[src/rtl/flop_fifo_pkg.sv]
// Shared types and helpers for the flop FIFO pop-side downsizer.
package flop_fifo_pkg;

    typedef logic [31:0] stat_cnt_t;

    localparam stat_cnt_t STAT_SAT = 32'hFFFF_FFFF;

    typedef enum logic {
        ST_EMPTY = 1'b0,
        ST_HOLD  = 1'b1
    } ds_state_t;

    // Beat index needs at least one bit even when a word is a single beat.
    function automatic int beat_idx_width(input int ratio);
        return (ratio > 1) ? $clog2(ratio) : 1;
    endfunction

endpackage

[src/rtl/flop_fifo_pop_downsizer_if.sv]
// FIFO pop side plus narrow beat stream of the downsizer.
// master = FIFO/downstream environment, slave = the downsizer itself.
interface flop_fifo_pop_downsizer_if #(
    parameter int IN_WIDTH  = 512,
    parameter int OUT_WIDTH = 64
);

    localparam int IDX_W = flop_fifo_pkg::beat_idx_width(IN_WIDTH / OUT_WIDTH);

    logic                 fifo_data_valid;
    logic [IN_WIDTH-1:0]  fifo_pop_data;
    logic                 fifo_pop;
    logic                 out_valid;
    logic                 out_ready;
    logic [OUT_WIDTH-1:0] out_data;
    logic                 out_last;
    logic [IDX_W-1:0]     out_beat_idx;

    modport master (
        output fifo_data_valid,
        output fifo_pop_data,
        output out_ready,
        input  fifo_pop,
        input  out_valid,
        input  out_data,
        input  out_last,
        input  out_beat_idx
    );

    modport slave (
        input  fifo_data_valid,
        input  fifo_pop_data,
        input  out_ready,
        output fifo_pop,
        output out_valid,
        output out_data,
        output out_last,
        output out_beat_idx
    );

endinterface

[src/rtl/flop_fifo_ds_stats.sv]
// Saturating word and backpressure counters for the pop-side downsizer.
module flop_fifo_ds_stats
    import flop_fifo_pkg::*;
(
    input  logic      clk,
    input  logic      sync_rst,
    input  logic      word_inc,
    input  logic      stall_inc,
    output stat_cnt_t stat_words,
    output stat_cnt_t stat_stall
);

    always_ff @(posedge clk) begin
        if (sync_rst) begin
            stat_words <= '0;
            stat_stall <= '0;
        end else begin
            if (word_inc && (stat_words != STAT_SAT)) begin
                stat_words <= stat_words + 32'd1;
            end
            if (stall_inc && (stat_stall != STAT_SAT)) begin
                stat_stall <= stat_stall + 32'd1;
            end
        end
    end

endmodule

[src/rtl/flop_fifo_pop_downsizer.sv]
// Pops wide FIFO words and replays them as RATIO narrow beats with a last marker.
// Optional statistics counters are enabled with FLOP_FIFO_POP_DS_STATS_EN.
module flop_fifo_pop_downsizer
    import flop_fifo_pkg::*;
#(
    parameter int IN_WIDTH  = 512,
    parameter int OUT_WIDTH = 64,
    parameter bit MSB_FIRST = 1'b0
) (
    input  logic                       clk,
    input  logic                       sync_rst,
    flop_fifo_pop_downsizer_if.slave   bus,
    output stat_cnt_t                  stat_words,
    output stat_cnt_t                  stat_stall
);

    localparam int RATIO = IN_WIDTH / OUT_WIDTH;
    localparam int IDX_W = beat_idx_width(RATIO);
    localparam logic [IDX_W-1:0] LAST_IDX = IDX_W'(RATIO - 1);

    ds_state_t                        state_q;
    ds_state_t                        state_d;
    logic [RATIO-1:0][OUT_WIDTH-1:0]  hold_q;
    logic [IDX_W-1:0]                 beat_idx_q;
    logic [IDX_W-1:0]                 beat_idx_d;
    logic [IDX_W-1:0]                 slice_sel;
    logic                             hold_valid;
    logic                             beat_xfer;
    logic                             is_last;
    logic                             word_done;
    logic                             pop;

    assign hold_valid = (state_q == ST_HOLD);
    assign is_last    = (beat_idx_q == LAST_IDX);
    assign beat_xfer  = hold_valid & bus.out_ready;
    assign word_done  = beat_xfer & is_last;
    // Popping on the final accepted beat keeps the stream gap-free across words.
    assign pop        = bus.fifo_data_valid & (~hold_valid | word_done) & ~sync_rst;

    always_ff @(posedge clk) begin
        if (sync_rst) begin
            state_q    <= ST_EMPTY;
            beat_idx_q <= '0;
            hold_q     <= '0;
        end else begin
            state_q    <= state_d;
            beat_idx_q <= beat_idx_d;
            if (pop) begin
                hold_q <= bus.fifo_pop_data;
            end
        end
    end

    always_comb begin
        state_d    = state_q;
        beat_idx_d = beat_idx_q;
        case (state_q)
            ST_EMPTY: begin
                if (pop) begin
                    state_d    = ST_HOLD;
                    beat_idx_d = '0;
                end
            end
            ST_HOLD: begin
                if (word_done) begin
                    state_d    = pop ? ST_HOLD : ST_EMPTY;
                    beat_idx_d = '0;
                end else if (beat_xfer) begin
                    beat_idx_d = beat_idx_q + IDX_W'(1);
                end
            end
            default: begin
                state_d    = ST_EMPTY;
                beat_idx_d = '0;
            end
        endcase
    end

    always_comb begin
        slice_sel        = MSB_FIRST ? (LAST_IDX - beat_idx_q) : beat_idx_q;
        bus.fifo_pop     = pop;
        bus.out_valid    = hold_valid;
        bus.out_data     = hold_q[slice_sel];
        bus.out_last     = hold_valid & is_last;
        bus.out_beat_idx = beat_idx_q;
    end

`ifdef FLOP_FIFO_POP_DS_STATS_EN
    flop_fifo_ds_stats u_stats (
        .clk        (clk),
        .sync_rst   (sync_rst),
        .word_inc   (pop),
        .stall_inc  (hold_valid & ~bus.out_ready),
        .stat_words (stat_words),
        .stat_stall (stat_stall)
    );
`else
    assign stat_words = '0;
    assign stat_stall = '0;
`endif

endmodule

[src/flat_wrapper.sv]
// flat-port wrapper written by rule: the top's interface ports become plain ports
module flop_fifo_pop_downsizer_flat import flop_fifo_pkg::*;
#(
    parameter int IN_WIDTH  = 512,
    parameter int OUT_WIDTH = 64,
    parameter bit MSB_FIRST = 1'b0
)
  (clk, sync_rst, stat_words, stat_stall, bus_fifo_data_valid, bus_fifo_pop_data, bus_out_ready, bus_fifo_pop, bus_out_valid, bus_out_data, bus_out_last, bus_out_beat_idx);
  flop_fifo_pop_downsizer_if #(.IN_WIDTH(IN_WIDTH), .OUT_WIDTH(OUT_WIDTH)) bus_i ();
  input  logic clk;
  input  logic sync_rst;
  output stat_cnt_t stat_words;
  output stat_cnt_t stat_stall;
  input wire logic [$bits(bus_i.fifo_data_valid)-1:0] bus_fifo_data_valid;
  input wire logic [$bits(bus_i.fifo_pop_data)-1:0] bus_fifo_pop_data;
  input wire logic [$bits(bus_i.out_ready)-1:0] bus_out_ready;
  output wire logic [$bits(bus_i.fifo_pop)-1:0] bus_fifo_pop;
  output wire logic [$bits(bus_i.out_valid)-1:0] bus_out_valid;
  output wire logic [$bits(bus_i.out_data)-1:0] bus_out_data;
  output wire logic [$bits(bus_i.out_last)-1:0] bus_out_last;
  output wire logic [$bits(bus_i.out_beat_idx)-1:0] bus_out_beat_idx;
  assign bus_i.fifo_data_valid = bus_fifo_data_valid;
  assign bus_i.fifo_pop_data = bus_fifo_pop_data;
  assign bus_i.out_ready = bus_out_ready;
  assign bus_fifo_pop = bus_i.fifo_pop;
  assign bus_out_valid = bus_i.out_valid;
  assign bus_out_data = bus_i.out_data;
  assign bus_out_last = bus_i.out_last;
  assign bus_out_beat_idx = bus_i.out_beat_idx;
  flop_fifo_pop_downsizer #(.IN_WIDTH(IN_WIDTH), .OUT_WIDTH(OUT_WIDTH), .MSB_FIRST(MSB_FIRST)) u_core (.clk(clk), .sync_rst(sync_rst), .bus(bus_i), .stat_words(stat_words), .stat_stall(stat_stall));
endmodule
[config.mk]
export PLATFORM = sky130hd
export DESIGN_NAME = flop_fifo_pop_downsizer_flat
export DESIGN_NICKNAME = d
export VERILOG_FILES = /design/src/rtl/flop_fifo_pkg.sv /design/src/rtl/flop_fifo_pop_downsizer_if.sv /design/src/rtl/flop_fifo_ds_stats.sv /design/src/rtl/flop_fifo_pop_downsizer.sv /design/src/flat_wrapper.sv
export SDC_FILE = /design/constraint.sdc
export NUM_CORES = 1
export LEC_CHECK = 0
export BUFFER_PORTS_ARGS = -buffer_cell sky130_fd_sc_hd__buf_2
export CORE_AREA = 3 3 254 256
export CTS_CLUSTER_DIAMETER = 120
export DETAILED_ROUTE_END_ITERATION = 8
export DIE_AREA = 0 0 257 259
export GPL_ROUTABILITY_DRIVEN = 0
export HOLD_SLACK_MARGIN = 0.1
export PLACE_DENSITY = 0.69
export REMOVE_ABC_BUFFERS = 1
export SLEW_MARGIN = 20
export SYNTH_ARGS = -nofsm -noshare
export SYNTH_HDL_FRONTEND = slang
export SYNTH_SLANG_ARGS = --single-unit
[constraint.sdc]
create_clock -name clk -period 2.1 [get_ports clk]
set_input_delay 0.42 -clock clk [delete_from_list [all_inputs] [get_ports clk]]
set_output_delay 0.42 -clock clk [all_outputs]
set_load 0.02 [all_outputs]
### After elaboration in Yosys (flattened, before gate mapping)

Index checks and enable logic that the tools add are counted.

| storage, ports and cells | value |
|---|---|
| register bits | 516 |
| input bits | 516 |
| output and inout bits | 134 |
| logic and storage cells | 33 |

| operators by class | value |
|---|---|
| $add $sub $neg | 1 |
| $lt $le $gt $ge | 1 |
| equal/unequal tests | 3 |
| multiplexer cells | 9 |
| bitwise operators | 8 |
| reductions and logical operators | 1 |

Operators by type and width:

| kind | number |
|---|---|
| 64-bit binary-select mux with 3-bit select | 1 |
| 64-bit 2-to-1 mux | 1 |
| 3-bit 2-to-1 mux | 3 |
| 3-bit one-hot mux with 2 select lines | 1 |
| 1-bit AND | 5 |
| 3-bit by 4-bit < comparator with 1-bit output, second input constant | 1 |
| 3-bit by 1-bit adder with 3-bit output, second input constant | 1 |
| 3-bit == test, second input constant | 1 |
| 3-bit != test, second input constant | 1 |
| 1-bit 2-to-1 mux | 2 |
| 2-bit by 1-bit != test with 1-bit output, second input constant | 1 |
| 1-bit inverter | 2 |
| 1-bit one-hot mux with 2 select lines | 1 |
| 2-bit AND reduction | 1 |
| 1-bit OR | 1 |

### Logic depth before layout (Yosys ltp)

| logic depth | value |
|---|---|
| depth in word-level cells | 8 |
| depth in mapped cells | 8 |
| mapped depth without buffers | 5 |

### Worst setup path after synthesis

No wires, ideal clock.

| path | value |
|---|---|
| path kind | reg-to-output |
| start point | reg u_core.beat_idx_q[0] (netlist: u_core.bus.out_beat_idx[0]) |
| end point | out bus_out_data[0] |
| data arrival time | 1.781 ns |
| data required time | 1.680 ns |
| path slack | -0.101 ns |
| stages on the path, launching flop included | 6 |
| path through | dfxtp_1 > clkbuf_1 > buf_6 > buf_6 > mux4_2 > mux2_2 |

| on the way | value |
|---|---|
| cells in the longest elaborated chain, start to end | 2 |

RTL lines:

| what | line | text |
|---|---|---|
| from (decl) | flop_fifo_pop_downsizer.sv:24 | `logic [IDX_W-1:0] beat_idx_q;` |
| from (signal assigned) | flop_fifo_pop_downsizer.sv:47 | `beat_idx_q <= beat_idx_d;` |
| 64-bit binary-select mux with 3-bit select | flop_fifo_pop_downsizer.sv:83 | `bus.out_data = hold_q[slice_sel];` |
| 64-bit 2-to-1 mux (implied by the code) | flop_fifo_pop_downsizer.sv:83 |  |
| to (decl) | flat_wrapper.sv:19 | `output wire logic [$bits(bus_i.out_data)-1:0] bus_out_data;` |

Every way passes these cells. The select of a mux whose other input is x is not followed.

### Worst setup path in the final report

| path | value |
|---|---|
| start point | reg u_core.beat_idx_q[0] (netlist: u_core.bus.out_beat_idx[0]) |
| end point | out bus_out_data[34] |

Same word-level chain as after synthesis.

==> implementation parameters <==
Parameter                              Value

Status
  Result of the run    finished with violations
  Violated checks    negative setup slack

Timing
  RSZ-0062 raised after global routing    true
  Final number of setup-violating endpoints    578
  Final Max Tran Viols    0
  Worst Slack Setup Final    -672 ps
  Final clock period utilization by the worst path    132%
  Endpoints failing hold    0
  Achievable clock frequency    0.361 GHz
  Final critical-path required period    2770 ps
  Max transition margin    64.6%
  Worst Max-Slew Pin Slew    531 ps
  Worst setup skew after layout    19.0 ps

Global routing
  Overflow left after global routing    0
  Wire length of the first global-routing pass    138000 microns
  Number of global-route vias before repair    25138
  All-Layer GR Usage    25.9%
  Largest net degree at the start of global routing    131
  Antenna violations before repair    20

Setup path
  R2R Path Start    u_core.bus.out_beat_idx[0]
  Cell at the slowest stage of the critical path    sky130_fd_sc_hd__mux4_2
  Kind of end point of the critical path    output port
  Required time of the worst setup path    1680 ps
  Reg2reg end    u_core.hold_q[223]
  CP Cell Sequence    buf_4 > clkbuf_16 > buf_4 > mux4_2 > mux2_4 > buf_6
  Startpoint class of the critical path    flop
  R2R Setup Slk    -530 ps
  Top Family by Delay on Critical Path    multiplexers
  Top fanout value on the critical path    5
  Maximum single-stage delay on the critical path    530 ps
  Type of the worst setup path    reg -> out
  CP Buf/Inv Count    4
  Arrival time reported for the critical path endpoint    2350 ps
  Worst Reg2Reg Path Length in Cells    15
  Critical path's most frequent cell    sky130_fd_sc_hd__buf_4

CTS
  Total clock buffers created by CTS    57
  Clock sinks    516
  Clk root buf    sky130_fd_sc_hd__clkbuf_16
  TritonCTS clock tree    built
  Buffer levels on the longest clock path    3
  Latest clock arrival within the worst-skew pair    600 ps
  Clock transition at path regs    60 ps
  Htree depth    2

Placement
  Detail Placement HPWL    51900 microns
  Count of buffers from port buffering    585
  Worst slack after detailed placement    -99.9 ps

Floorplan
  Initial Util    43.3%
  Die boundary height    259 microns
  Floorplan Core Area    62700 sq um
  I/O Pins    650
  Area of the die    66600 sq um
  Die boundary width    257 microns
  Number of rows created at floorplan    92

Yosys
  Average size of a mapped cell    10.7 sq um
  Multiplexer area fraction after synthesis    32.2%
  Simple-gate portion of the synthesized area    23.9%
  Count of synthesis-stage warnings from yosys    0
  Number of different library cells in the post-synthesis netlist    22
  Register area share after synthesis    38.1%
  Synthesized netlist cell count    2537
  Main combinational cell family by area after synthesis    multiplexers
  Area share of fa/ha/maj cells after synthesis    0.0922%
  XOR/XNOR share of the synthesized area    0%
  Post-Syn Area    27100 sq um
  Compound-cell area share of the yosys netlist    0.0968%
  Yosys reg bits    516

Detailed routing
  Post-route DRC    0
  Avg WL per Cell    20.5 microns
  Via count    23249
  Ratio of routed vias to standard cells    5.10
  Violation count after the first detailed-routing iteration    1423
  Antenna-violating nets left    0
  Final WL    93300 microns
  Detailed-router iteration count before antenna repair    5

Layout
  Share of layout cells above drive strength 1    29.7%
  Area growth from synthesis to layout    51.2%
  Number of fill cells in the layout    4283
  Share of the core filled with cells in the final layout    65.4%
  Layout net count    4174

Min path
  Worst min-delay path endpoint    u_core.hold_q[429]
  Class of the most critical hold timing path    in -> reg
  Hold Path Depth    3
  Startpoint of the worst hold path    bus_fifo_pop_data[429]

Job
  Count of maximum capacitance violations    0

Power
  Leakage    17.1 nW
  Pwr/cell area    642 nW/um^2
  Design Power    26.3 mW
  Max IR drop VDD    0.000621 V
-- worst min-delay path: stages --
cell	delay (ps)
sky130_fd_sc_hd__buf_2	100
sky130_fd_sc_hd__nand2b_1	70
sky130_fd_sc_hd__mux2i_1	70
-- layout make-up --
type                       count  area [sq um]  share of cell area, %
timing repair buffer        1269         11900                   29.1
clock inverter                24           235                  0.573
clock buffer                  77          1610                   3.93
multi-input combinational   1812         15800                   38.5
tap                          846          1060                   2.58
sequential                   516         10300                   25.2
antenna                       17          42.5                  0.104
-- layer usage --
layer	track usage (%)	up-vias	part of all wire, %
met2	45.6	937	50
met3	4.69	354	5.4
met5	0	-	0.060
met4	14.1	8	5.4
met1	29.9	11272	39
li1	-	10678	-
-- registers in the layout (all words and copies together) (netlist names) --
register and flops:
u_core.bus.out_valid 1, u_core.bus.out_beat_idx 3, u_core.hold_q 512
-- how the worst max path moves through the flow --
stage                                    start                 end  cells after the start
global route        u_core.bus.out_beat_idx[0]     bus_out_data[7]                      5
CTS                 u_core.bus.out_beat_idx[0]    bus_out_data[30]                      5
global placement    u_core.bus.out_beat_idx[0]        bus_fifo_pop                      7
floorplan           u_core.bus.out_beat_idx[0]    u_core.hold_q[0]                      5
detailed placement  u_core.bus.out_beat_idx[0]  u_core.hold_q[144]                      7
finish              u_core.bus.out_beat_idx[0]    bus_out_data[34]                      6
-- placed cells by master (no fill, tap or decap), types with 27 or more instances in the layout --
master / netlist / final
sky130_fd_sc_hd__nand2b_1: 1024 / 1024
sky130_fd_sc_hd__buf_2: 16 / 536
sky130_fd_sc_hd__dfxtp_1: 516 / 513
sky130_fd_sc_hd__mux2i_1: 513 / 491
sky130_fd_sc_hd__dlygate4sd3_1: 0 / 485
sky130_fd_sc_hd__mux4_2: 128 / 128
sky130_fd_sc_hd__clkbuf_16: 0 / 84
sky130_fd_sc_hd__conb_1: 1 / 64
sky130_fd_sc_hd__buf_6: 11 / 58
sky130_fd_sc_hd__buf_12: 0 / 56
sky130_fd_sc_hd__buf_16: 0 / 53
sky130_fd_sc_hd__buf_4: 111 / 41
sky130_fd_sc_hd__mux2_4: 0 / 37
sky130_fd_sc_hd__mux2_2: 64 / 27
-- cells by family after synthesis --
logic type | count (synthesis)
compound gates | 4
other cells | 1
mux | 705
buf+inv | 272
fa+ha+maj | 2
flops | 516
simple gates | 1037
-- stage by stage --
step	setup TNS (ps)	std cells	hold slack, ps	area [sq um]
6_report	-230400	4561	114	41000
5_1_grt	-277360	4559	106	41000
4_1_cts	-182930	4502	100	39800
3_5_place_dp	-8100	3844	460	31000
3_3_place_gp	-2280	3844	454	31000
2_1_floorplan	-	2328	445	25800
-- where the power goes --
group | switching [mW] | total, mW | internal (mW)
Clock | 4.24 | 10.1 | 5.85
Sequential | 0.380 | 10.8 | 10.4
Combinational | 2.21 | 5.43 | 3.23
Total | 6.83 | 26.3 | 19.5
-- synthesized netlist by cell type --
| cell | n | share of area [%] |
|---|---|---|
| sky130_fd_sc_hd__a21boi_1 | 1 | 0.028 |
| sky130_fd_sc_hd__nor2b_1 | 2 | 0.046 |
| sky130_fd_sc_hd__or3b_2 | 1 | 0.032 |
| sky130_fd_sc_hd__ha_1 | 2 | 0.092 |
| sky130_fd_sc_hd__mux2i_1 | 513 | 19 |
| sky130_fd_sc_hd__buf_4 | 111 | 3.1 |
| sky130_fd_sc_hd__mux4_2 | 128 | 11 |
| sky130_fd_sc_hd__nor2_1 | 4 | 0.055 |
| sky130_fd_sc_hd__a32oi_1 | 1 | 0.032 |
| sky130_fd_sc_hd__mux2_2 | 64 | 2.7 |
| sky130_fd_sc_hd__buf_6 | 11 | 0.46 |
| sky130_fd_sc_hd__buf_1 | 6 | 0.083 |
| sky130_fd_sc_hd__nand3_1 | 2 | 0.037 |
| sky130_fd_sc_hd__buf_2 | 16 | 0.30 |
| sky130_fd_sc_hd__and2_1 | 1 | 0.023 |
| sky130_fd_sc_hd__conb_1 | 1 | 0.014 |
| sky130_fd_sc_hd__nand4b_1 | 2 | 0.065 |
| sky130_fd_sc_hd__nand2_1 | 1 | 0.014 |
| sky130_fd_sc_hd__a21oi_1 | 2 | 0.037 |
| sky130_fd_sc_hd__clkbuf_1 | 128 | 1.8 |
| sky130_fd_sc_hd__nand2b_1 | 1024 | 24 |
| sky130_fd_sc_hd__dfxtp_1 | 516 | 38 |
-- what timing repair did --
item | CTS | global route
hold buffers | 485 | 0
resized for setup | 157 | 176
cloned | 41 | 28
hold endpoints to repair | 485 | 0
pin swaps | 1 | 1
buffers inserted | 31 | 35
endpoints found under the setup margin | 374 | 579
No activity file was read; power rests on OpenSTA's default activity.
